## config.mk

```make
export PLATFORM = sky130hd
export DESIGN_NAME = agu_tile_sched
export DESIGN_NICKNAME = d
export VERILOG_FILES = /design/src/rtl/agu_tile_sched.sv
export SDC_FILE = /design/constraint.sdc
export NUM_CORES = 1
export LEC_CHECK = 0
export ABC_CLOCK_PERIOD_IN_PS = 2300
export BUFFER_PORTS_ARGS = -buffer_cell sky130_fd_sc_hd__clkbuf_2
export CORE_AREA = 2 2 105 107
export CTS_BUF_LIST = sky130_fd_sc_hd__clkbuf_16
export DETAILED_ROUTE_END_ITERATION = 10
export DIE_AREA = 0 0 107 109
export MAX_ROUTING_LAYER = met4
export SLEW_MARGIN = 15
export SYNTH_ARGS = -nofsm -noshare
export SYNTH_HDL_FRONTEND = slang
export SYNTH_SLANG_ARGS = --single-unit
```

## constraint.sdc

```tcl
create_clock -name clk -period 2.3 [get_ports clk]
set_input_delay 0.46 -clock clk [delete_from_list [all_inputs] [get_ports clk]]
set_output_delay 0.46 -clock clk [all_outputs]
set_load 0.005 [all_outputs]
```

## src/rtl/agu_tile_sched.sv

```systemverilog
// Walks a layer's tiles (ch outer, ty, tx inner) and issues one AGU configuration per tile.
// Config fields are registered in LOAD/NEXT and held until the next tile; start pulses in ISSUE.
module agu_tile_sched (
  input  logic       clk,
  input  logic       rst,
  input  logic       cmd_valid,
  output logic       cmd_ready,
  input  logic [1:0] cmd_mode,
  input  logic [5:0] cmd_tile_x,
  input  logic [5:0] cmd_tile_y,
  input  logic [7:0] cmd_ch_grp,
  input  logic [7:0] cmd_idx_cnt,
  input  logic [7:0] cmd_trip_cnt,
  input  logic       cmd_odd_h,
  input  logic       abort,
  input  logic       agu_done,
  output logic       start,
  output logic [1:0] mode,
  output logic [7:0] idx_cnt,
  output logic [7:0] trip_cnt,
  output logic       is_new,
  output logic [3:0] pad_code,
  output logic       cut_y,
  output logic       busy,
  output logic       layer_done
);

  typedef enum logic [2:0] {S_IDLE, S_LOAD, S_ISSUE, S_WAIT, S_NEXT} state_t;

  state_t     state_q, state_d;
  logic [5:0] tx_lim_q, tx_lim_d, ty_lim_q, ty_lim_d;
  logic [7:0] cg_lim_q, cg_lim_d;
  logic [1:0] cfg_mode_q, cfg_mode_d;
  logic [7:0] cfg_idx_q, cfg_idx_d, cfg_trip_q, cfg_trip_d;
  logic       cfg_odd_q, cfg_odd_d;
  logic [5:0] tx_q, tx_d, ty_q, ty_d;
  logic [7:0] ch_q, ch_d;
  logic [1:0] mode_q, mode_d;
  logic [7:0] idx_q, idx_d, trip_q, trip_d;
  logic       is_new_q, is_new_d;
  logic [3:0] pad_q, pad_d;
  logic       cut_q, cut_d;
  logic       ld_q, ld_d;

  logic tx_last, ty_last, ch_last, cfg_fc;

  assign tx_last = (tx_q == tx_lim_q - 6'd1);
  assign ty_last = (ty_q == ty_lim_q - 6'd1);
  assign ch_last = (ch_q == cg_lim_q - 8'd1);
  assign cfg_fc  = cfg_mode_q[0];

  // The completion pulse cycle still reads as IDLE but cannot accept, so a new
  // command lands two cycles after the final agu_done.
  assign cmd_ready  = (state_q == S_IDLE) && !ld_q;
  assign busy       = (state_q != S_IDLE);
  assign start      = (state_q == S_ISSUE);
  assign mode       = mode_q;
  assign idx_cnt    = idx_q;
  assign trip_cnt   = trip_q;
  assign is_new     = is_new_q;
  assign pad_code   = pad_q;
  assign cut_y      = cut_q;
  assign layer_done = ld_q;

  always_comb begin
    state_d    = state_q;
    tx_lim_d   = tx_lim_q;
    ty_lim_d   = ty_lim_q;
    cg_lim_d   = cg_lim_q;
    cfg_mode_d = cfg_mode_q;
    cfg_idx_d  = cfg_idx_q;
    cfg_trip_d = cfg_trip_q;
    cfg_odd_d  = cfg_odd_q;
    tx_d       = tx_q;
    ty_d       = ty_q;
    ch_d       = ch_q;
    mode_d     = mode_q;
    idx_d      = idx_q;
    trip_d     = trip_q;
    is_new_d   = is_new_q;
    pad_d      = pad_q;
    cut_d      = cut_q;
    ld_d       = 1'b0;
    case (state_q)
      S_IDLE: begin
        if (cmd_valid && cmd_ready) begin
          // FC layers collapse the spatial loops to a single tile.
          tx_lim_d   = (cmd_mode[0] || cmd_tile_x == 6'd0) ? 6'd1 : cmd_tile_x;
          ty_lim_d   = (cmd_mode[0] || cmd_tile_y == 6'd0) ? 6'd1 : cmd_tile_y;
          cg_lim_d   = (cmd_ch_grp == 8'd0) ? 8'd1 : cmd_ch_grp;
          cfg_mode_d = cmd_mode;
          cfg_idx_d  = cmd_idx_cnt;
          cfg_trip_d = cmd_trip_cnt;
          cfg_odd_d  = cmd_odd_h;
          tx_d       = 6'd0;
          ty_d       = 6'd0;
          ch_d       = 8'd0;
          state_d    = S_LOAD;
        end
      end
      S_LOAD, S_NEXT: begin
        if (abort) begin
          state_d = S_IDLE;
        end else begin
          mode_d   = cfg_mode_q;
          idx_d    = cfg_idx_q;
          trip_d   = cfg_trip_q;
          is_new_d = (ch_q == 8'd0);
          pad_d    = cfg_fc ? 4'd0 : {tx_last, tx_q == 6'd0, ty_last, ty_q == 6'd0};
          cut_d    = !cfg_fc && cfg_odd_q && ty_last;
          state_d  = S_ISSUE;
        end
      end
      S_ISSUE: state_d = abort ? S_IDLE : S_WAIT;
      S_WAIT: begin
        if (abort) begin
          state_d = S_IDLE;
        end else if (agu_done) begin
          if (tx_last && ty_last && ch_last) begin
            ld_d    = 1'b1;
            state_d = S_IDLE;
          end else begin
            state_d = S_NEXT;
            if (tx_last) begin
              tx_d = 6'd0;
              if (ty_last) begin
                ty_d = 6'd0;
                ch_d = ch_q + 8'd1;
              end else begin
                ty_d = ty_q + 6'd1;
              end
            end else begin
              tx_d = tx_q + 6'd1;
            end
          end
        end
      end
      default: state_d = S_IDLE;
    endcase
  end

  always_ff @(posedge clk) begin
    if (rst) begin
      state_q    <= S_IDLE;
      tx_lim_q   <= 6'd1;
      ty_lim_q   <= 6'd1;
      cg_lim_q   <= 8'd1;
      cfg_mode_q <= 2'd0;
      cfg_idx_q  <= 8'd0;
      cfg_trip_q <= 8'd0;
      cfg_odd_q  <= 1'b0;
      tx_q       <= 6'd0;
      ty_q       <= 6'd0;
      ch_q       <= 8'd0;
      mode_q     <= 2'd0;
      idx_q      <= 8'd0;
      trip_q     <= 8'd0;
      is_new_q   <= 1'b1;
      pad_q      <= 4'd0;
      cut_q      <= 1'b0;
      ld_q       <= 1'b0;
    end else begin
      state_q    <= state_d;
      tx_lim_q   <= tx_lim_d;
      ty_lim_q   <= ty_lim_d;
      cg_lim_q   <= cg_lim_d;
      cfg_mode_q <= cfg_mode_d;
      cfg_idx_q  <= cfg_idx_d;
      cfg_trip_q <= cfg_trip_d;
      cfg_odd_q  <= cfg_odd_d;
      tx_q       <= tx_d;
      ty_q       <= ty_d;
      ch_q       <= ch_d;
      mode_q     <= mode_d;
      idx_q      <= idx_d;
      trip_q     <= trip_d;
      is_new_q   <= is_new_d;
      pad_q      <= pad_d;
      cut_q      <= cut_d;
      ld_q       <= ld_d;
    end
  end

endmodule

```

# After elaboration in Yosys (flattened, before gate mapping)
# Cells that the tools add are included.
# W data, S select, Z words.
[totals] input_bits=44 ram_bits=0 reg_bits=87 wordCells=99 latchBits=0 romBits=0 out_inout_bits=28 n_memories=0
[classes] n_mul=0 addsub=6 n_reduce_logical=27 bitwise=3 div_mod_pow=0 magnitude_cmp=0 shift=0 n_eq_ne=14 muxes=31
[op_table] operator="$mux W6" count=12
[op_table] operator="$mux W8" count=7
[op_table] operator="$logic_not A6 Y1" count=4
[op_table] operator="$pmux W6 S2" count=2
[op_table] operator="$logic_not A8 Y1" count=2
[op_table] operator="$pmux W8 S2" count=1
[op_table] operator="$add A6 B1 Y6 const B" count=2
[op_table] operator="$eq A6 B6 Y1" count=2
[op_table] operator="$mux W3" count=4
[op_table] operator="$pmux W3 S4" count=1
[op_table] operator="$sub A6 B1 Y6 const B" count=2
[op_table] operator="$ne A2 B2 Y1 const B" count=5
[op_table] operator="$add A8 B1 Y8 const B" count=1
[op_table] operator="$eq A8 B8 Y1" count=1
[op_table] operator="$sub A8 B1 Y8 const B" count=1
[op_table] operator="$reduce_and A7 Y1" count=1
[op_table] operator="$eq A3 B2 Y1 const B" count=2
[op_table] operator="$logic_and A1 B1 Y1" count=6
[op_table] operator="$reduce_and A2 Y1" count=3
[op_table] operator="$reduce_and A6 Y1" count=1
[op_table] operator="$reduce_and A5 Y1" count=1
[op_table] operator="$mux W2" count=2
[op_table] operator="$mux W4" count=1
[op_table] operator="$reduce_or A4 Y1" count=1
[op_table] operator="12 further kinds" count=16

# Logic depth before layout (Yosys ltp)
# Gate-level depths: netlist of run 1.
[logic_depth] word_depth=8 mapped_depth=11 depth_no_buf=9

# Worst setup path before layout of run 1
# Ideal clock, no wire load.
[synth_timing] path_kind="reg-to-reg" from="register tx_lim_q[0]" to="register ch_q[3]" path_slack_ps=-95 required_time_ps=2213 synth_period_minus_slack_ps=2395 path_stages_with_launch=12 setup_ps=87 path_buffers=2 t_arrival_ps=2308 cell_sequence="dfxtp_1 -> inv_1 -> ha_1 -> xnor2_1 -> a21o_1 -> o21ai_0 -> nand4_2 -> nand2b_1 -> buf_6 -> or2_0 -> clkbuf_2 -> o31ai_1"
[synth_between] elab_chain_len=6 elab_cells_between_ends=7 classes_between="add/sub (1); eq/ne (3); reduce/logical (3)"
[synth_rtl] item="start, declared" line_no="31" rtl="logic [5:0] tx_lim_q, tx_lim_d, ty_lim_q, ty_lim_d;"
[synth_rtl] item="start signal, assigned" line_no="164" rtl="tx_lim_q <= tx_lim_d;"
[synth_rtl] item="$sub A6 B1 Y6 (*)" line_no="47" rtl="assign tx_last = (tx_q == tx_lim_q - 6'd1);"
[synth_rtl] item="$eq A6 B6 Y1 (*)" line_no="47"
[synth_rtl] item="$logic_and A1 B1 Y1 (2 in series)" line_no="119" rtl="if (tx_last && ty_last && ch_last) begin"
[synth_rtl] item="$ne A2 B2 Y1 (no source line)"
[synth_rtl] item="$reduce_and A7 Y1 (no source line) (*)"
[synth_rtl] item="end signal, assigned" line_no="173" rtl="ch_q <= ch_d;"
[synth_rtl] item="end, declared" line_no="37" rtl="logic [7:0] ch_q, ch_d;"
# Every way passes the cells marked *; elsewhere a longest branch is shown, timed or not.
# A chain may end at the register's enable or synchronous reset.

# Final worst setup path of run 1
[layout_timing] from="register ty_lim_q[1]" to="register ch_q[4]"
[layout_between] elab_chain_len=6 elab_cells_between_ends=7 classes_between="add/sub (1); eq/ne (3); reduce/logical (3)"
[layout_rtl] item="start, declared" line_no="31"
[layout_rtl] item="start signal, assigned" line_no="165" rtl="ty_lim_q <= ty_lim_d;"
[layout_rtl] item="$sub A6 B1 Y6 (*)" line_no="48" rtl="assign ty_last = (ty_q == ty_lim_q - 6'd1);"
[layout_rtl] item="$eq A6 B6 Y1 (*)" line_no="48"
[layout_rtl] item="$logic_and A1 B1 Y1 (2 in series)" line_no="119"
[layout_rtl] item="$ne A2 B2 Y1 (no source line)"
[layout_rtl] item="$reduce_and A7 Y1 (no source line) (*)"
# Marks and branches as above.

==> impl_metrics.env, run 1 <==
export IMPL_run_status="finished, violations left"
export IMPL_routed_wl_mm=10.50
export IMPL_gr_total_overflow=0
export IMPL_r2r_start="ty_lim_q[1]"
export IMPL_drtIter0Drc=202
export IMPL_globalplace_congestion=0.8795
export IMPL_synth_area_um2=4139
export IMPL_cp_start_kind="flip-flop"
export IMPL_tritoncts="yes"
export IMPL_path_class="reg -> reg"
export IMPL_async_reset_ff_share_pct=0
export IMPL_p_total_mw=5.095
export IMPL_violations="negative setup slack"
export IMPL_rr_worst_depth=7
export IMPL_hold_path_depth=3
export IMPL_grt_start_max_net_pins=36
export IMPL_relSlewSlack_pct=65.53
export IMPL_ys_top_cells_by_count="123 x nand2_1, 87 x dfxtp_1, 69 x a21oi_1, 28 x clkbuf_1, 23 x nor2_1"
export IMPL_synth_nets=579
export IMPL_fin_worst_skew_ns=0.008066
export IMPL_yosys_area_top_type="dfxtp_1"
export IMPL_dp_hpwl_mm=7.617
export IMPL_synth_most_common_cell="nand2_1"
export IMPL_max_freq_mhz=433.8
export IMPL_clkSinkCount=87
export IMPL_ys_seq_area_share_pct=42.08
export IMPL_die_w_um=107
export IMPL_cap_violations=0
export IMPL_grt_usage_pct=18.77
export IMPL_ys_ff_latch=87
export IMPL_rsz0062_at_grt="yes"
export IMPL_vdd_drop_max_v=0.0005218
export IMPL_finalCriticalPeriod_ns=2.305
export IMPL_final_nets=668
export IMPL_rr_endpoint="ch_q[4]"
export IMPL_post_route_util_pct=49.11
export IMPL_endpoint_kind="flip-flop"
export IMPL_drive_gt1_share_pct=23.55
export IMPL_p_per_area_nw_per_um2=978.4
export IMPL_layout_setup_ws_ns=-0.005064
export IMPL_cts_root_buf="clkbuf_16"
export IMPL_ys_warn_count=0
export IMPL_hold_path_class="in -> reg"
export IMPL_synthFlopType="dfxtp_1"
export IMPL_dr_pass1_iters=4
export IMPL_cts_buffers_inserted=9
export IMPL_p_leak_nw=2.121
export IMPL_cp_required_ns=2.54
export IMPL_fin_hold_ws_ns=0.3391
export IMPL_grt_pass1_wl_mm=17.07
export IMPL_ys_top_cells_by_area="dfxtp_1 42%, nand2_1 11%, a21oi_1 8.3%"
export IMPL_drv_slew=0
export IMPL_grt_pass1_vias=3784
export IMPL_syn_mean_instance_area_um2=7.869
export IMPL_clk_path_buf_depth=2
export IMPL_die_height_um=109
export IMPL_via_count=3877
export IMPL_hold_viol=0
export IMPL_clk_latency_ns=0.34
export IMPL_antenna_found_initial=0
export IMPL_path_clk_slew_ns=0.07
export IMPL_dieArea_um2=11660
export IMPL_whs_endpoint="cfg_trip_q[4]"
export IMPL_io_buffers=71
export IMPL_final_antenna_net_count=0
export IMPL_post_route_period_util_pct=100.2
export IMPL_cp_arrival_ns=2.55
export IMPL_pre_cts_slack_ns=-0.1419
export IMPL_cp_max_fo=8
export IMPL_num_antenna_cells=0
export IMPL_yosysUniqueCellTypes=50
export IMPL_cts_max_level=3
export IMPL_stdcell_count=760
export IMPL_drt_drc_violations_left=0
export IMPL_core_um2=10600
export IMPL_num_io_pins=72
export IMPL_r2r_setup_slack_ns=-0.005
export IMPL_dp_cells=742
export IMPL_worstHoldStart="cmd_trip_cnt[4]"
export IMPL_setup_viol=2
export IMPL_holdBufCountCts=0
export IMPL_wl_per_cell_um=13.81
export IMPL_worst_slew_pin_slew_ns=0.5164
export IMPL_synth_top_area_share_pct=42.08
export IMPL_row_count=38
export IMPL_start_util_pct=39.04
export IMPL_synthCells=526
export IMPL_area_growth_pct=25.82
export IMPL_synth_edff_count=0
export IMPL_vias_per_cell=5.101
layout make-up:
class / instances / area, um2
multi-input combinational: 388 / 2253
fill: 1058 / 5395
sequential: 87 / 1743
tap: 140 / 175.2
timing repair buffer: 109 / 640.6
clock inverter: 7 / 95.09
clock buffer: 9 / 225.2
inverter: 20 / 75.07
timing repair:
item / CTS / global route
resized for setup: 8 / 8
endpoints found under the setup margin: 16 / 21
buffers inserted: 2 / 0
pin swaps: 3 / 5
worst max-delay path, cell delays in order, from the launching register on:
cell and delay (ns):
dfxtp_2 0.33, or4_4 0.53, o21a_1 0.21, nor4_4 0.24
nand4_2 0.17, nand2b_4 0.22, or2_4 0.30, o31ai_1 0.21
power breakdown:
group	switching, mW	internal, mW	total [mW]
sequential	0.106	1.67	1.78
combinational	0.997	0.753	1.75
clock	0.613	0.953	1.57
worst max-delay path by stage:
| stage | from | to | slack, ns | cells after the start |
|---|---|---|---|---|
| after global routing | ty_lim_q[1] | ch_q[5] | -0.10 | 7 |
| final | ty_lim_q[1] | ch_q[4] | -0.005 | 7 |
| after detailed placement | ty_lim_q[1] | ch_q[7] | -0.14 | 7 |
| after floorplan | ty_lim_q[1] | ch_q[3] | -0.07 | 9 |
| after CTS | ty_lim_q[1] | ch_q[4] | -0.03 | 7 |
| after global placement | ty_lim_q[1] | ch_q[7] | -0.08 | 7 |
flip-flops by register name, summed over array words and instances (netlist names), 8 cells and up:
register / flops
trip_cnt: 8
idx_cnt: 8
cg_lim_q: 8
cfg_trip_q: 8
cfg_idx_q: 8
ch_q: 8
through the flow:
stage / setup TNS [ns] / cell area (um2)
after global routing: -0.9694 / 5207
after CTS: -0.04596 / 5180
after global placement: -0.3638 / 4827
after floorplan: -0.3085 / 4148
after detailed placement: -0.8859 / 4827
final: -0.009637 / 5207
per-layer routing:
metal	global-route usage, %	up-vias	wire length (um)
met5	-	-	0
met4	5.566	0	76
met3	3.945	8	443
met2	31.98	71	5119
met1	22.46	1806	4860
li1	-	1992	-
kinds of logic after synthesis:
kind of cell / after synthesis / synth area share [%]
DFF: 87 / 42.08
adders and majority gates: 9 / 2.721
AOI/OAI and AO/OA: 121 / 17.77
muxes: 2 / 0.4837
xor gates and xnor gates: 27 / 5.713
buffers and inverters: 51 / 4.867
and+or+nand+nor: 229 / 26.36
placed cells by master (no fill, tap or decap), drive strengths merged, types with 8 or more instances in the layout:
master  instances
xor2           10
ha              9
nand3          16
buf            38
inv            21
clkbuf         80
nor2           23
o21ai           8
a21oi          69
xnor2          17
nor3           16
nand2         123
nand3b         11
o31ai          10
dfxtp          87
Note: power is estimated with default switching activity, not from simulation.
==> run 2, diff against run 1 <==
--- a/config.mk
+++ b/config.mk
@@ -7,11 +7,14 @@
 export LEC_CHECK = 0
 export ABC_CLOCK_PERIOD_IN_PS = 2300
 export BUFFER_PORTS_ARGS = -buffer_cell sky130_fd_sc_hd__clkbuf_2
-export CORE_AREA = 2 2 105 107
+export CELL_PAD_IN_SITES_DETAIL_PLACEMENT = 2
+export CELL_PAD_IN_SITES_GLOBAL_PLACEMENT = 2
+export CORE_AREA = 2 2 123 125
 export CTS_BUF_LIST = sky130_fd_sc_hd__clkbuf_16
 export DETAILED_ROUTE_END_ITERATION = 10
-export DIE_AREA = 0 0 107 109
+export DIE_AREA = 0 0 125 127
 export MAX_ROUTING_LAYER = met4
+export PLACE_DENSITY = 0.74
 export SLEW_MARGIN = 15
 export SYNTH_ARGS = -nofsm -noshare
 export SYNTH_HDL_FRONTEND = slang
==> run 2 against run 1 <==
Compared with the run above: largest cell class unchanged; critical path type unchanged; global-route usage increased by 0.15 points; sequential share of layout area fell by 1.0 points; cell count up 6.6%; via count increased by 6.9%; the run still ends with negative setup slack left; utilization shrank 12 points; clock skew down 0.00092 ns; critical endpoint is now ch_q[7]; clock-buffer cell count unchanged; worst hold slack got worse by 0.0044 ns.
==> impl_metrics.env, run 2 (synthesis gave the netlist of run 1 again) <==
export IMPL_area_growth_pct=30.38
export IMPL_hold_path_class="in -> reg"
export IMPL_layout_setup_ws_ns=-0.1251
export IMPL_rsz0062_at_grt="yes"
export IMPL_place_area_um2=4935
export IMPL_p_leak_nw=2.150
export IMPL_hold_viol=0
export IMPL_run_status="finished, violations left"
export IMPL_post_route_period_util_pct=105.4
export IMPL_ff_latch_area_um2=1752
export IMPL_drtIter0Drc=137
export IMPL_grt_pass1_vias=4682
export IMPL_cp_start_kind="flip-flop"
export IMPL_path_class="reg -> reg"
export IMPL_wl_per_cell_um=17.69
export IMPL_grt_start_max_net_pins=37
export IMPL_multiInputGateArea_um2=2361
export IMPL_vias_per_cell=5.119
export IMPL_violations="negative setup slack"
export IMPL_drive_gt1_share_pct=26.68
export IMPL_setup_viol=19
export IMPL_row_count=44
export IMPL_start_util_pct=28.70
export IMPL_clk_latency_ns=0.35
export IMPL_p_total_mw=5.184
export IMPL_routed_wl_mm=14.33
export IMPL_cts_root_buf="clkbuf_16"
export IMPL_dr_pass1_iters=6
export IMPL_num_io_pins=72
export IMPL_max_freq_mhz=412.4
export IMPL_via_count=4146
export IMPL_stdcell_area_um2=5396
export IMPL_die_w_um=125
export IMPL_dieArea_um2=15880
export IMPL_tritoncts="yes"
export IMPL_cap_violations=0
export IMPL_final_cell_mix="122 x nand2_1, 83 x dfxtp_1, 71 x clkbuf_2"
export IMPL_path_clk_slew_ns=0.07
export IMPL_vdd_drop_max_v=0.0003288
export IMPL_gr_total_overflow=0
export IMPL_post_route_util_pct=37.41
export IMPL_finalSetupTns_ns=-1.290
export IMPL_antenna_found_initial=0
export IMPL_drv_slew=0
export IMPL_cp_arrival_ns=2.65
export IMPL_die_height_um=127
export IMPL_core_um2=14420
export IMPL_clk_path_buf_depth=2
export IMPL_globalplace_congestion=0.8532
export IMPL_layout_commonest_cell="nand2_1"
export IMPL_n_fill_cell=1686
export IMPL_cts_max_level=3
export IMPL_final_nets=674
export IMPL_cp_required_ns=2.52
export IMPL_clkSinkCount=87
export IMPL_num_antenna_cells=0
export IMPL_io_buffers=71
export IMPL_p_per_area_nw_per_um2=960.7
export IMPL_final_antenna_net_count=0
export IMPL_grt_usage_pct=18.92
export IMPL_endpoint_kind="flip-flop"
export IMPL_worst_slew_pin_slew_ns=0.6019
export IMPL_drt_drc_violations_left=0
export IMPL_dp_hpwl_mm=10.28
export IMPL_grt_pass1_wl_mm=23.52
export IMPL_cts_buffers_inserted=9
export IMPL_finalCriticalPeriod_ns=2.425
export IMPL_fin_worst_skew_ns=0.007149
export IMPL_cp_max_fo=8
export IMPL_relSlewSlack_pct=58.84
## run 2: cell types whose count changed in the layout (fill, tap and decap cells not counted), sizes merged
cell / previous run / this run
clkinvlp: 1 / 0
inv: 21 / 20
bufinv: 2 / 1
buf: 38 / 44
clkinv: 3 / 6
## run 2: power by group
group | total, mW | internal (mW) | leakage [nW] | switching, mW
clock | 1.46 | 0.833 | 0.142 | 0.628
sequential | 1.81 | 1.67 | 0.708 | 0.135
combinational | 1.91 | 0.786 | 1.30 | 1.13
total | 5.18 | 3.29 | 2.15 | 1.89
## run 2: final cells by class
class	count	area share [%]
Tap cell	184	4.266
Sequential cell	87	32.46
Multi-Input combinational cell	388	43.75
Inverter	20	1.391
Clock inverter	7	1.182
Clock buffer	9	4.173
Timing Repair Buffer	115	12.78
## run 2: repair_timing
| action | CTS | global route |
|---|---|---|
| cloned | 0 | 0 |
| endpoints found under the setup margin | 20 | 22 |
| hold buffers | 0 | 0 |
| setup buffers | 1 | 1 |
| resized for setup | 26 | 16 |
| pin swaps | 16 | 7 |
## run 2: metal layers
metal  routed length [um]  GRT usage (%)  part of all wire, %  vias up
li1                     -              -                    -     2004
met1                 6164          20.96                   43     2070
met2                 7674          34.30                   54       59
met3                  364          4.355                  2.5       13
met4                  127          5.098                 0.89        0
met5                    0              -                    0        -
## run 2: critical path, stage by stage (launching register included)
cell and delay, ns:
dfxtp_2 0.34, or4_4 0.54, o21a_1 0.23, nor4_4 0.24, nand4_2 0.18, nand2b_4 0.25
o311ai_1 0.39, o31ai_2 0.13
## run 2: path summary, 6_finish.rpt
check | startpoint | endpoint | slack (ns) | cells past startpoint
worst max-delay path | ty_lim_q[1] | ch_q[7] | -0.13 | 7
worst min-delay path | cmd_idx_cnt[7] | cfg_idx_q[7] | 0.33 | 3
worst max register to register | ty_lim_q[1] | ch_q[7] | -0.13 | 7
worst min register to register | cfg_trip_q[6] | trip_cnt[6] | 0.46 | 2
## run 2: metrics by stage
stage	hold slack, ns	worst slack, ns	cells
4_1_cts	0.3199	-0.07797	809
3_3_place_gp	0.4374	-0.08456	793
3_5_place_dp	0.4513	-0.2231	793
2_1_floorplan	0.4321	-0.06758	526
5_1_grt	0.3394	-0.2613	810
6_report	0.3347	-0.1251	810
==> run 3, diff against run 2 <==
==> constraint.sdc (replaced) <==
create_clock -name clk -period 2.3 [get_ports clk]
set_input_delay 0.46 -clock clk [delete_from_list [all_inputs] [get_ports clk]]
set_output_delay 0.46 -clock clk [all_outputs]
set_load 0.05 [all_outputs]
==> run 3 against run 2 <==
Compared with the run above: the run still ends with negative setup slack left; critical path type unchanged; highest routed layer unchanged; worst hold slack worse by 0.0062 ns; critical path depth unchanged; maximum frequency up 3.0%; largest power group unchanged; global-route usage down 0.53 points; non-clock buffer count up 1; design area up 0.90%; utilization up 0.34 points; worst setup slack better by 0.071 ns.
==> impl_metrics.env, run 3 (synthesis gave the netlist of run 1 again) <==
export IMPL_relSlewSlack_pct=59.91
export IMPL_layout_commonest_cell="nand2_1"
export IMPL_drtIter0Drc=183
export IMPL_grt_pass1_wl_mm=22.80
export IMPL_final_antenna_net_count=0
export IMPL_num_antenna_cells=0
export IMPL_finalCriticalPeriod_ns=2.355
export IMPL_clk_latency_ns=0.36
export IMPL_setup_viol=12
export IMPL_path_class="reg -> reg"
export IMPL_tritoncts="yes"
export IMPL_final_cell_mix="122 x nand2_1, 83 x dfxtp_1, 71 x clkbuf_2"
export IMPL_cts_buffers_inserted=9
export IMPL_cp_arrival_ns=2.58
export IMPL_p_per_area_nw_per_um2=1003
export IMPL_cp_required_ns=2.53
export IMPL_post_route_util_pct=37.75
export IMPL_wl_per_cell_um=17.50
export IMPL_violations="negative setup slack"
export IMPL_globalplace_congestion=0.8657
export IMPL_hold_viol=0
export IMPL_dp_cells=789
export IMPL_cap_violations=0
export IMPL_core_um2=14420
export IMPL_p_total_mw=5.461
export IMPL_rsz0062_at_grt="yes"
export IMPL_antenna_found_initial=0
export IMPL_post_route_period_util_pct=102.4
export IMPL_io_buffers=71
export IMPL_cpPeakStageDelay_ns=0.53
export IMPL_layout_setup_ws_ns=-0.05455
export IMPL_holdBufCountCts=0
export IMPL_dp_hpwl_mm=9.999
export IMPL_cts_max_level=3
export IMPL_num_io_pins=72
export IMPL_drt_drc_violations_left=0
export IMPL_vias_per_cell=5.089
export IMPL_endpoint_kind="flip-flop"
export IMPL_area_growth_pct=31.56
export IMPL_cts_root_buf="clkbuf_16"
export IMPL_die_height_um=127
export IMPL_drv_slew=0
export IMPL_via_count=4122
export IMPL_start_util_pct=28.70
export IMPL_pre_cts_slack_ns=-0.1880
export IMPL_clk_path_buf_depth=2
export IMPL_dr_pass1_iters=4
export IMPL_p_leak_nw=2.179
export IMPL_hold_path_class="in -> reg"
export IMPL_drive_gt1_share_pct=27.80
export IMPL_grt_usage_pct=18.39
export IMPL_cp_max_fo=8
export IMPL_crit_slowest_cell="or4_4"
export IMPL_routed_wl_mm=14.17
export IMPL_path_clk_slew_ns=0.06
export IMPL_max_freq_mhz=424.7
export IMPL_grt_start_max_net_pins=41
export IMPL_run_status="finished, violations left"
export IMPL_fin_worst_skew_ns=0.01228
export IMPL_grt_pass1_vias=4505
export IMPL_clkSinkCount=87
export IMPL_die_w_um=125
export IMPL_vdd_drop_max_v=0.0003774
export IMPL_gr_total_overflow=0
export IMPL_dieArea_um2=15880
export IMPL_path_cells="or4_4 -> o21a_1 -> nor4_4 -> nand4_2 -> nand2b_4 -> o311ai_2 -> o31ai_4"
export IMPL_final_nets=675
export IMPL_row_count=44
export IMPL_worst_slew_pin_slew_ns=0.5992
export IMPL_fin_hold_ws_ns=0.3285
export IMPL_cp_start_kind="flip-flop"
export IMPL_stdcell_count=810
## run 3: cell types whose count changed in the layout (fill, tap and decap cells not counted), moves of 2 or more
| cell | delta |
|---|---|
| clkinv_1 | -2 |
| dfxtp_2 | +2 |
| dfxtp_4 | -2 |
| inv_1 | +2 |
| nor2_1 | -2 |
| nor2_2 | +2 |
| o21ai_2 | +2 |
## run 3: final cells by class
cell class / instances / area [um2]
timing repair buffer: 116 / 700.7
inverter: 20 / 75.07
sequential: 87 / 1747
multi-input combinational: 388 / 2412
clock buffer: 9 / 225.2
tap: 184 / 230.2
fill: 1667 / 8979
clock inverter: 6 / 55.05
## run 3: critical path: cells and delay by family (launching register included)
family	cells	cell delay [ns]
and+or+nand+nor	4	1.22
AOI/OAI and AO/OA	3	0.69
DFF	1	0.32
## run 3: path summary, 6_finish.rpt
kind                                   start             to  slack (ns)  cells past startpoint
worst max-delay path             ty_lim_q[3]        ch_q[2]       -0.05                      7
worst min-delay path             cmd_mode[1]  cfg_mode_q[1]        0.33                      3
worst max register to register   ty_lim_q[3]        ch_q[2]       -0.05                      7
worst min register to register  cfg_idx_q[5]     idx_cnt[5]        0.45                      2
## run 3: what timing repair did
action	4_1_cts	5_1_grt
buffers inserted	2	4
pin swaps	15	8
setup endpoints to repair	20	22
gates resized for setup	24	23
## run 3: metal layers
| layer | wire length [um] | up-vias | global-route usage (%) |
|---|---|---|---|
| met5 | 0 | - | - |
| met3 | 434 | 17 | 4.355 |
| met1 | 5947 | 2037 | 19.95 |
| li1 | - | 2008 | - |
| met4 | 251 | 0 | 5.556 |
| met2 | 7537 | 60 | 33.47 |
## run 3: metrics by stage
| stage | setup TNS [ns] | area, um2 |
|---|---|---|
| final | -0.3314 | 5445 |
| after global routing | -2.069 | 5445 |
| after CTS | -0.7555 | 5304 |
| after detailed placement | -1.690 | 4926 |
| after global placement | -0.3868 | 4926 |
| after floorplan | -0.3344 | 4173 |
## run 3: power breakdown
part           internal [mW]  switching, mW
combinational          0.827           1.41
sequential              1.67          0.113
clock                  0.824          0.614
